### src/rtl/eta_error_monitor.sv
// ---------------------------------------------------------------------------
// eta_error_monitor
//
// Measures the error of an approximate 16-bit adder against the exact sum
// over windows of WINDOW accepted samples and hands each window's statistics
// to a consumer with a valid/ready handshake.
//
// Optional feature: define ETA_ERR_BIAS_EN to build the signed error-bias
// accumulator. Without it, err_bias is tied to zero and no bias logic exists.
//
// Parameters
//   WINDOW        samples per report window (1..65535)
// Ports
//   clk           clock, all logic on the rising edge
//   rst           synchronous active-high reset
//   clear         synchronous restart of the current window (flushes pipeline)
//   in_valid      sample offered
//   in_ready      sample accepted this cycle when in_valid is also high
//   a, b          exact adder operands
//   approx_s      approximate sum under test
//   approx_cout   approximate carry-out under test
//   report_valid  window statistics available (held until report_ready)
//   report_ready  consumer takes the report
//   err_cnt       samples with nonzero error distance
//   max_ed        largest error distance
//   sum_ed        total error distance, saturating
//   err_bias      signed sum of (approx - exact), saturating
// ---------------------------------------------------------------------------
module eta_error_monitor #(
    parameter int WINDOW = 256
) (
    input  logic        clk,
    input  logic        rst,
    input  logic        clear,
    input  logic        in_valid,
    output logic        in_ready,
    input  logic [15:0] a,
    input  logic [15:0] b,
    input  logic [15:0] approx_s,
    input  logic        approx_cout,
    output logic        report_valid,
    input  logic        report_ready,
    output logic [15:0] err_cnt,
    output logic [16:0] max_ed,
    output logic [31:0] sum_ed,
    output logic [31:0] err_bias
);

    typedef enum logic [1:0] {
        RUN    = 2'd0,
        DRAIN  = 2'd1,
        REPORT = 2'd2
    } state_t;

    localparam logic [15:0] LAST_IDX = 16'(WINDOW - 1);

    state_t       state_reg;
    logic         run_reg;
    logic         report_valid_reg;
    logic         drain_reg;
    logic [15:0]  cnt_reg;

    logic         s1_valid_reg;
    logic [16:0]  s1_exact_reg;
    logic [16:0]  s1_approx_reg;
    logic         s2_valid_reg;
    logic [16:0]  s2_ed_reg;

    logic [15:0]  err_cnt_reg;
    logic [16:0]  max_ed_reg;
    logic [31:0]  sum_ed_reg;

    logic         accept;
    logic         flush;
    logic         report_done;
    logic signed [17:0] diff_next;
    logic [16:0]  ed_next;
    logic [32:0]  sum_wide;

    // clear blocks acceptance combinationally so a sample offered alongside
    // clear is never taken.
    assign flush        = rst | clear;
    assign in_ready     = run_reg & ~clear;
    assign accept       = in_valid & in_ready;
    assign report_done  = (state_reg == REPORT) & report_ready;
    assign report_valid = report_valid_reg;
    assign err_cnt      = err_cnt_reg;
    assign max_ed       = max_ed_reg;
    assign sum_ed       = sum_ed_reg;

    // Signed distance in 18 bits; magnitude never exceeds 0x1FFFF so the
    // two's-complement negate of the low 17 bits is exact.
    always_comb begin
        diff_next = $signed({1'b0, s1_approx_reg}) - $signed({1'b0, s1_exact_reg});
        ed_next   = diff_next[17] ? (~diff_next[16:0] + 17'd1) : diff_next[16:0];
        sum_wide  = {1'b0, sum_ed_reg} + {16'd0, s2_ed_reg};
    end

`ifdef ETA_ERR_BIAS_EN
    logic signed [17:0] s2_diff_reg;
    logic [31:0]        err_bias_reg;
    logic [32:0]        bias_wide;

    assign err_bias  = err_bias_reg;
    assign bias_wide = {err_bias_reg[31], err_bias_reg} + {{15{s2_diff_reg[17]}}, s2_diff_reg};
`else
    assign err_bias = 32'd0;
`endif

    // Datapath registers: qualified by the valid bits, so no reset needed.
    always_ff @(posedge clk) begin
        if (accept) begin
            s1_exact_reg  <= {1'b0, a} + {1'b0, b};
            s1_approx_reg <= {approx_cout, approx_s};
        end
        s2_ed_reg <= ed_next;
`ifdef ETA_ERR_BIAS_EN
        s2_diff_reg <= diff_next;
`endif
    end

    // Control, accumulators and FSM. rst and clear have the same effect.
    always_ff @(posedge clk) begin
        if (flush) begin
            state_reg        <= RUN;
            run_reg          <= 1'b1;
            report_valid_reg <= 1'b0;
            drain_reg        <= 1'b0;
            cnt_reg          <= 16'd0;
            s1_valid_reg     <= 1'b0;
            s2_valid_reg     <= 1'b0;
            err_cnt_reg      <= 16'd0;
            max_ed_reg       <= 17'd0;
            sum_ed_reg       <= 32'd0;
`ifdef ETA_ERR_BIAS_EN
            err_bias_reg     <= 32'd0;
`endif
        end else begin
            s1_valid_reg <= accept;
            s2_valid_reg <= s1_valid_reg;

            if (report_done) begin
                err_cnt_reg <= 16'd0;
                max_ed_reg  <= 17'd0;
                sum_ed_reg  <= 32'd0;
`ifdef ETA_ERR_BIAS_EN
                err_bias_reg <= 32'd0;
`endif
            end else if (s2_valid_reg) begin
                if (s2_ed_reg != 17'd0) begin
                    err_cnt_reg <= err_cnt_reg + 16'd1;
                end
                if (s2_ed_reg > max_ed_reg) begin
                    max_ed_reg <= s2_ed_reg;
                end
                sum_ed_reg <= sum_wide[32] ? 32'hFFFF_FFFF : sum_wide[31:0];
`ifdef ETA_ERR_BIAS_EN
                // Overflow when the two top bits of the widened sum disagree.
                if (bias_wide[32] != bias_wide[31]) begin
                    err_bias_reg <= bias_wide[32] ? 32'h8000_0000 : 32'h7FFF_FFFF;
                end else begin
                    err_bias_reg <= bias_wide[31:0];
                end
`endif
            end

            case (state_reg)
                RUN: begin
                    if (accept) begin
                        if (cnt_reg == LAST_IDX) begin
                            state_reg <= DRAIN;
                            run_reg   <= 1'b0;
                            drain_reg <= 1'b0;
                            cnt_reg   <= 16'd0;
                        end else begin
                            cnt_reg <= cnt_reg + 16'd1;
                        end
                    end
                end
                DRAIN: begin
                    // Two cycles let the last accepted sample reach the
                    // accumulators before the report is raised.
                    if (drain_reg) begin
                        state_reg        <= REPORT;
                        report_valid_reg <= 1'b1;
                    end else begin
                        drain_reg <= 1'b1;
                    end
                end
                REPORT: begin
                    if (report_ready) begin
                        state_reg        <= RUN;
                        run_reg          <= 1'b1;
                        report_valid_reg <= 1'b0;
                        cnt_reg          <= 16'd0;
                    end
                end
                default: begin
                    state_reg        <= RUN;
                    run_reg          <= 1'b1;
                    report_valid_reg <= 1'b0;
                end
            endcase
        end
    end

endmodule

### config.mk
export PLATFORM = sky130hd
export DESIGN_NAME = eta_error_monitor
export DESIGN_NICKNAME = d
export VERILOG_FILES = /design/src/rtl/eta_error_monitor.sv
export SDC_FILE = /design/constraint.sdc
export NUM_CORES = 1
export LEC_CHECK = 0
export CORE_ASPECT_RATIO = 0.6
export CORE_MARGIN = 5
export CORE_UTILIZATION = 23
export CTS_BUF_LIST = sky130_fd_sc_hd__clkbuf_4 sky130_fd_sc_hd__clkbuf_8 sky130_fd_sc_hd__clkbuf_16
export CTS_CLUSTER_DIAMETER = 80
export CTS_CLUSTER_SIZE = 28
export DETAILED_ROUTE_END_ITERATION = 10
export GPL_ROUTABILITY_DRIVEN = 0
export HOLD_SLACK_MARGIN = 0.06
export PLACE_DENSITY = 0.39
export SYNTH_ARGS = -nofsm -noshare
export SYNTH_HDL_FRONTEND = slang
export SYNTH_SLANG_ARGS = --single-unit
export TNS_END_PERCENT = 1
### constraint.sdc
create_clock -name clk -period 2.9 [get_ports clk]
set_input_delay 0.29 -clock clk [delete_from_list [all_inputs] [get_ports clk]]
set_output_delay 0.29 -clock clk [all_outputs]
set_load 0.02 [all_outputs]
# Word level (Yosys, flattened, before mapping)
# Cells that the tools add are included.
# word_totals
input_bits,54
word_cells,66
ff_bits,139
out_inout_bits,99
# classes
eq_ne,7
reduce_logical,12
magnitude_cmp,1
add_sub_neg,6
bitwise_logic,8
muxes,19
# op_table
operator,count
$mux 16,3
$add 32x17->33,1
$add 16x1->16 const B,2
$mux 32,1
$pmux 16 s2,1
$sub 17x17->18,1
$add 16x16->17,1
$add 17x1->17 const B,1
$gt 17x17->1,1
$mux 17,1
$not 17->17,1
$reduce_bool 17->1,1
$eq 16x8->1 const B,1
$reduce_and 3->1,3
$mux 2,4
$ne 2x2->1 const B,4
$reduce_and 4->1,2
$pmux 1 s3,2
$pmux 2 s3,1
$mux 1,5
$reduce_and 2->1,2
$reduce_bool 2->1,2
$and 1x1->1,3
$not 1->1,3
other kinds (6),6

# Depth between registers and ports, before layout
# Gate-level depths: netlist (run 1).
# depth
word_depth,5
ltp_mapped,13
depth_no_buf,13

# Worst setup path after synthesis (run 1)
# OpenSTA, ideal clock, no wires.
# synth_path
path_type,register -> register
start,"reg sum_ed_reg[0], in the netlist sum_ed[0]"
end,"reg sum_ed_reg[10], in the netlist sum_ed[10]"
required_time_ns,2.778
path_buffers,2
setup_time_ns,0.122
path_stages_with_launch,13
synth_period_minus_slack_ns,3.019
slack_ns,-0.119
t_arrival_ns,2.897
cell_sequence,dfxtp_1 ha_1 fa_1 a21o_1 a221oi_2 o21bai_1 a41o_1 o221a_4 a221o_1 buf_6 a21boi_4 buf_6 a21oi_2
# synth_between
elab_chain_cells,2
# synth_rtl
item,line_no,rtl
start: declaration,71,logic [31:0] sum_ed_reg;
start signal: assignment,156,sum_ed_reg <= sum_wide[32] ? 32'hFFFF_FFFF : sum_wide[31:0];
$add 32x17->33,96,"sum_wide = {1'b0, sum_ed_reg} + {16'd0, s2_ed_reg};"
$mux 32,156,
# Every way passes these cells.
# A chain may end at the register's enable or synchronous reset.

# Final worst setup path (run 1)
# layout_path
start,reg s1_approx_reg[0]
end,reg s2_ed_reg[15]
# layout_between
elab_chain_cells,4
# layout_rtl
item,line_no,rtl
start: declaration,65,logic [16:0] s1_approx_reg;
start signal: assignment,114,"s1_approx_reg <= {approx_cout, approx_s};"
$sub 17x17->18 *,94,"diff_next = $signed({1'b0, s1_approx_reg}) - $signed({1'b0, s1_exact_reg});"
$not 17->17,95,ed_next = diff_next[17] ? (~diff_next[16:0] + 17'd1) : diff_next[16:0];
$add 17x1->17,95,
$mux 17 *,95,
named net ed_next[15],77,logic [16:0] ed_next;
end signal: assignment,116,s2_ed_reg <= ed_next;
end: declaration,67,logic [16:0] s2_ed_reg;
# The timed path passes the listed nets; every way through them passes the cells marked *.

==> results.json, run 1 <==
{
  "status": "finished with violations",
  "violations": "setup timing",
  "synthArstFlopShare_pct": 0,
  "dr_total_vias": 6681,
  "synth_top_family_by_area": "compound AO/OA/AOI/OAI gates",
  "ys_seq_area_share_pct": 38.4,
  "utilization_pct": 31.7,
  "worst_pin_slew_ns": 0.699,
  "criticalPathCategory": "register to register",
  "setup_slack_ns": -0.0630,
  "dieArea_mm2": 0.0393,
  "hold_viol": 0,
  "hp-class": "input pin to register",
  "chipHeight_um": 156,
  "dpl_worst_slack_ns": -0.467,
  "cts.sinks": 139,
  "cts_buffer_depth": 2,
  "synthFlopType": "dfxtp_1",
  "drc": 0,
  "fin_crit_ns": 2.96,
  "gr-usage-all-layers_pct": 11.8,
  "r2r-end": "s2_ed_reg[15]",
  "drtIter0Drc": 325,
  "ctsRootBufferMaster": "clkbuf_16",
  "min_to": "s1_approx_reg[14]",
  "synth_warnings": 0,
  "layout_commonest_cell": "clkdlybuf4s50_1",
  "core_area_mm2": 0.0349,
  "insertion_delay_ns": 0.43,
  "powerDensity_mw_per_mm2": 534,
  "critPathMaxFanout": 3,
  "synth_cell_types": 66,
  "yosys.area_share.simple_pct": 14.9,
  "multi_input_comb_area_mm2": 0.00478,
  "antenna_found_initial": 0,
  "ys_ff_latch": 139,
  "fmax_mhz": 337,
  "min_path_cells": 1,
  "grt_overflow_total": 0,
  "hp-start": "approx_s[14]",
  "finalSetupViolCount": 5,
  "hpwl_mm": 17.6,
  "fill_cells": 3667,
  "max-slew-margin-rel_pct": 53.4,
  "critPathRequiredTime_ns": 3.22,
  "die_x_um": 253,
  "rsz0062_at_grt": "yes",
  "totalWireLength_mm": 22.5,
  "rr_worst_depth": 14,
  "synth_area_mm2": 0.00813,
  "holdBufCountCts": 0,
  "final_net_count": 1200,
  "final.period_utilization_pct": 102,
  "skew_ns": 0.00862,
  "grt_max_degree": 35,
  "antennaDiodeCount": 0,
  "regArea_mm2": 0.00313,
  "synthXorXnorAreaFrac_pct": 9.27,
  "ioPinCount": 153,
  "grt_pass1_vias": 6640,
  "synth-compound-area-share_pct": 16.1,
  "vdd_drop_max_mv": 0.411,
  "final_cell_mix": "120 x clkdlybuf4s50_1, 102 x dfxtp_1, 91 x nor2_1",
  "cts_htree_levels": 4,
  "num_rows": 53,
  "wl_per_cell_um": 14.5,
  "synth-edff-count": 34,
  "synthAdderAreaFrac_pct": 11.7,
  "power_leakage_nw": 4.48,
  "cap_violations": 0,
  "final-max-slew-violation-count": 0,
  "worstReg2RegStart": "s1_approx_reg[0]",
  "synth_mux_area_share_pct": 3.23,
  "initial_core_util_pct": 23.3,
  "r2r_setup_slack_ns": -0.06,
  "drtAntennaViolNets": 0,
  "layout-drive-gt1-share_pct": 14.7,
  "avgSynthCellArea_um2": 9.30,
  "area_growth_pct": 36.5,
  "dr.pass1.iters": 4,
  "avgViaCountPerCell": 4.30,
  "end_kind": "register",
  "numCtsBuffers": 17,
  "grt_pass1_wl_mm": 36.6,
  "postSynthCellCount": 874,
  "worstPathArrival_ns": 3.28,
  "cts.clk_slew.worst_paths_ns": 0.06,
  "cts_tree": "done",
  "startpoint_type": "register",
  "largest_reg_flops": 32,
  "port_buffers": 120
}
## worst max-delay path by stage
stage	endpoint	from	slack, ns	cells after the start
final	s2_ed_reg[15]	s1_approx_reg[0]	-0.06	14
after global routing	s2_ed_reg[16]	s1_approx_reg[0]	-0.27	15
after CTS	s2_ed_reg[16]	s1_approx_reg[0]	-0.21	15
after detailed placement	s1_exact_reg[14]	a[0]	-0.47	14
after global placement	s1_exact_reg[14]	a[0]	-0.48	14
after floorplan	sum_ed[10]	sum_ed[0]	0.01	12
## where the power goes
group          switching (mW)  leakage, nW  total, mW  internal, mW
Combinational           0.761         3.03       1.46         0.701
Sequential              0.171         1.17       2.30          2.12
Clock                   0.911        0.277       2.17          1.25
## layer usage
| metal | vias to the layer above | global-route usage (%) | part of all wire, % |
|---|---|---|---|
| met5 | - | 0 | 0 |
| met4 | 0 | 2.07 | 0.63 |
| met3 | 15 | 4.17 | 5.9 |
| met2 | 106 | 16.0 | 40 |
| met1 | 3105 | 18.0 | 54 |
| li1 | 3455 | - | - |
## Yosys cell counts (3+ instances only)
cell / n / share of area (%)
dfxtp_1: 105 / 26
nor2_1: 91 / 4.2
ha_1: 71 / 11
a21oi_1: 62 / 3.8
inv_1: 53 / 2.4
xor2_1: 45 / 4.8
xnor2_1: 41 / 4.4
o21ai_0: 40 / 2.5
edfxtp_1: 34 / 13
nand2_1: 34 / 1.6
buf_4: 32 / 3.0
mux2i_1: 24 / 3.0
nand3_1: 24 / 1.5
a21o_1: 18 / 1.7
nand4_1: 18 / 1.4
and3_1: 17 / 1.3
nor2b_1: 13 / 1.0
nor3_1: 13 / 0.80
a31oi_1: 12 / 0.92
a21oi_2: 11 / 1.2
clkbuf_1: 9 / 0.42
nor4_1: 9 / 0.69
and2_1: 8 / 0.62
o21a_1: 8 / 0.74
a211oi_1: 6 / 0.55
a21boi_0: 5 / 0.46
buf_2: 5 / 0.31
or3_1: 5 / 0.38
nand2b_1: 4 / 0.31
o21ai_1: 4 / 0.25
o21bai_1: 4 / 0.37
a41oi_1: 3 / 0.32
and4_1: 3 / 0.32
fa_1: 3 / 0.74
## logic make-up after synthesis
| logic type | Yosys count |
|---|---|
| DFF | 139 |
| and+or+nand+nor | 247 |
| other | 1 |
| adders and majority gates | 74 |
| muxes | 26 |
| AOI/OAI and AO/OA | 200 |
| buffers and inverters | 101 |
| xor gates and xnor gates | 86 |
## critical path, stage by stage, from the launching register on
cell and delay [ns]:
edfxtp_1 0.36, inv_1 0.08, ha_1 0.17, inv_1 0.06
fa_2 0.36, a211oi_2 0.20, buf_4 0.15, o21ai_2 0.07
buf_4 0.16, a32o_1 0.28, o211a_1 0.25, nor3_2 0.13
xor2_1 0.26, a41oi_1 0.18, xnor2_1 0.15
## area by class of cell
class | instances | area share [%]
tap | 467 | 5.27
clock buffer | 19 | 4.18
timing repair buffer | 196 | 16.4
sequential | 139 | 28.2
clock inverter | 13 | 1.05
inverter | 53 | 1.79
multi-input combinational | 665 | 43.1
## stage by stage
step                      power (mW)  area, um2  std cells  hold slack, ns  setup TNS [ns]
final                           5.92      11100       1552           0.409          -0.207
after global routing            6.34      11100       1552           0.373           -4.25
after CTS                       6.02      11000       1552           0.374          -0.913
after detailed placement        3.76      10300       1519           0.455           -5.39
after global placement          3.77      10300       1519           0.445           -4.68
after floorplan                 3.21       8250        905           0.362               0
## repair_timing
action                     4_1_cts  5_1_grt
pin swaps                        6        7
gates resized for setup         17       24
setup endpoints to repair       44       50
hold endpoints to repair         0        0
buffers inserted                 1        0
Power figures use the tool's default switching activity.
==> run 2: changes to the inputs <==
Settings changed: CAP_MARGIN set to 20, SLEW_MARGIN set to 20.
==> results of run 2 <==
No change in the layout: final DEF, timing and power equal those of run 1.
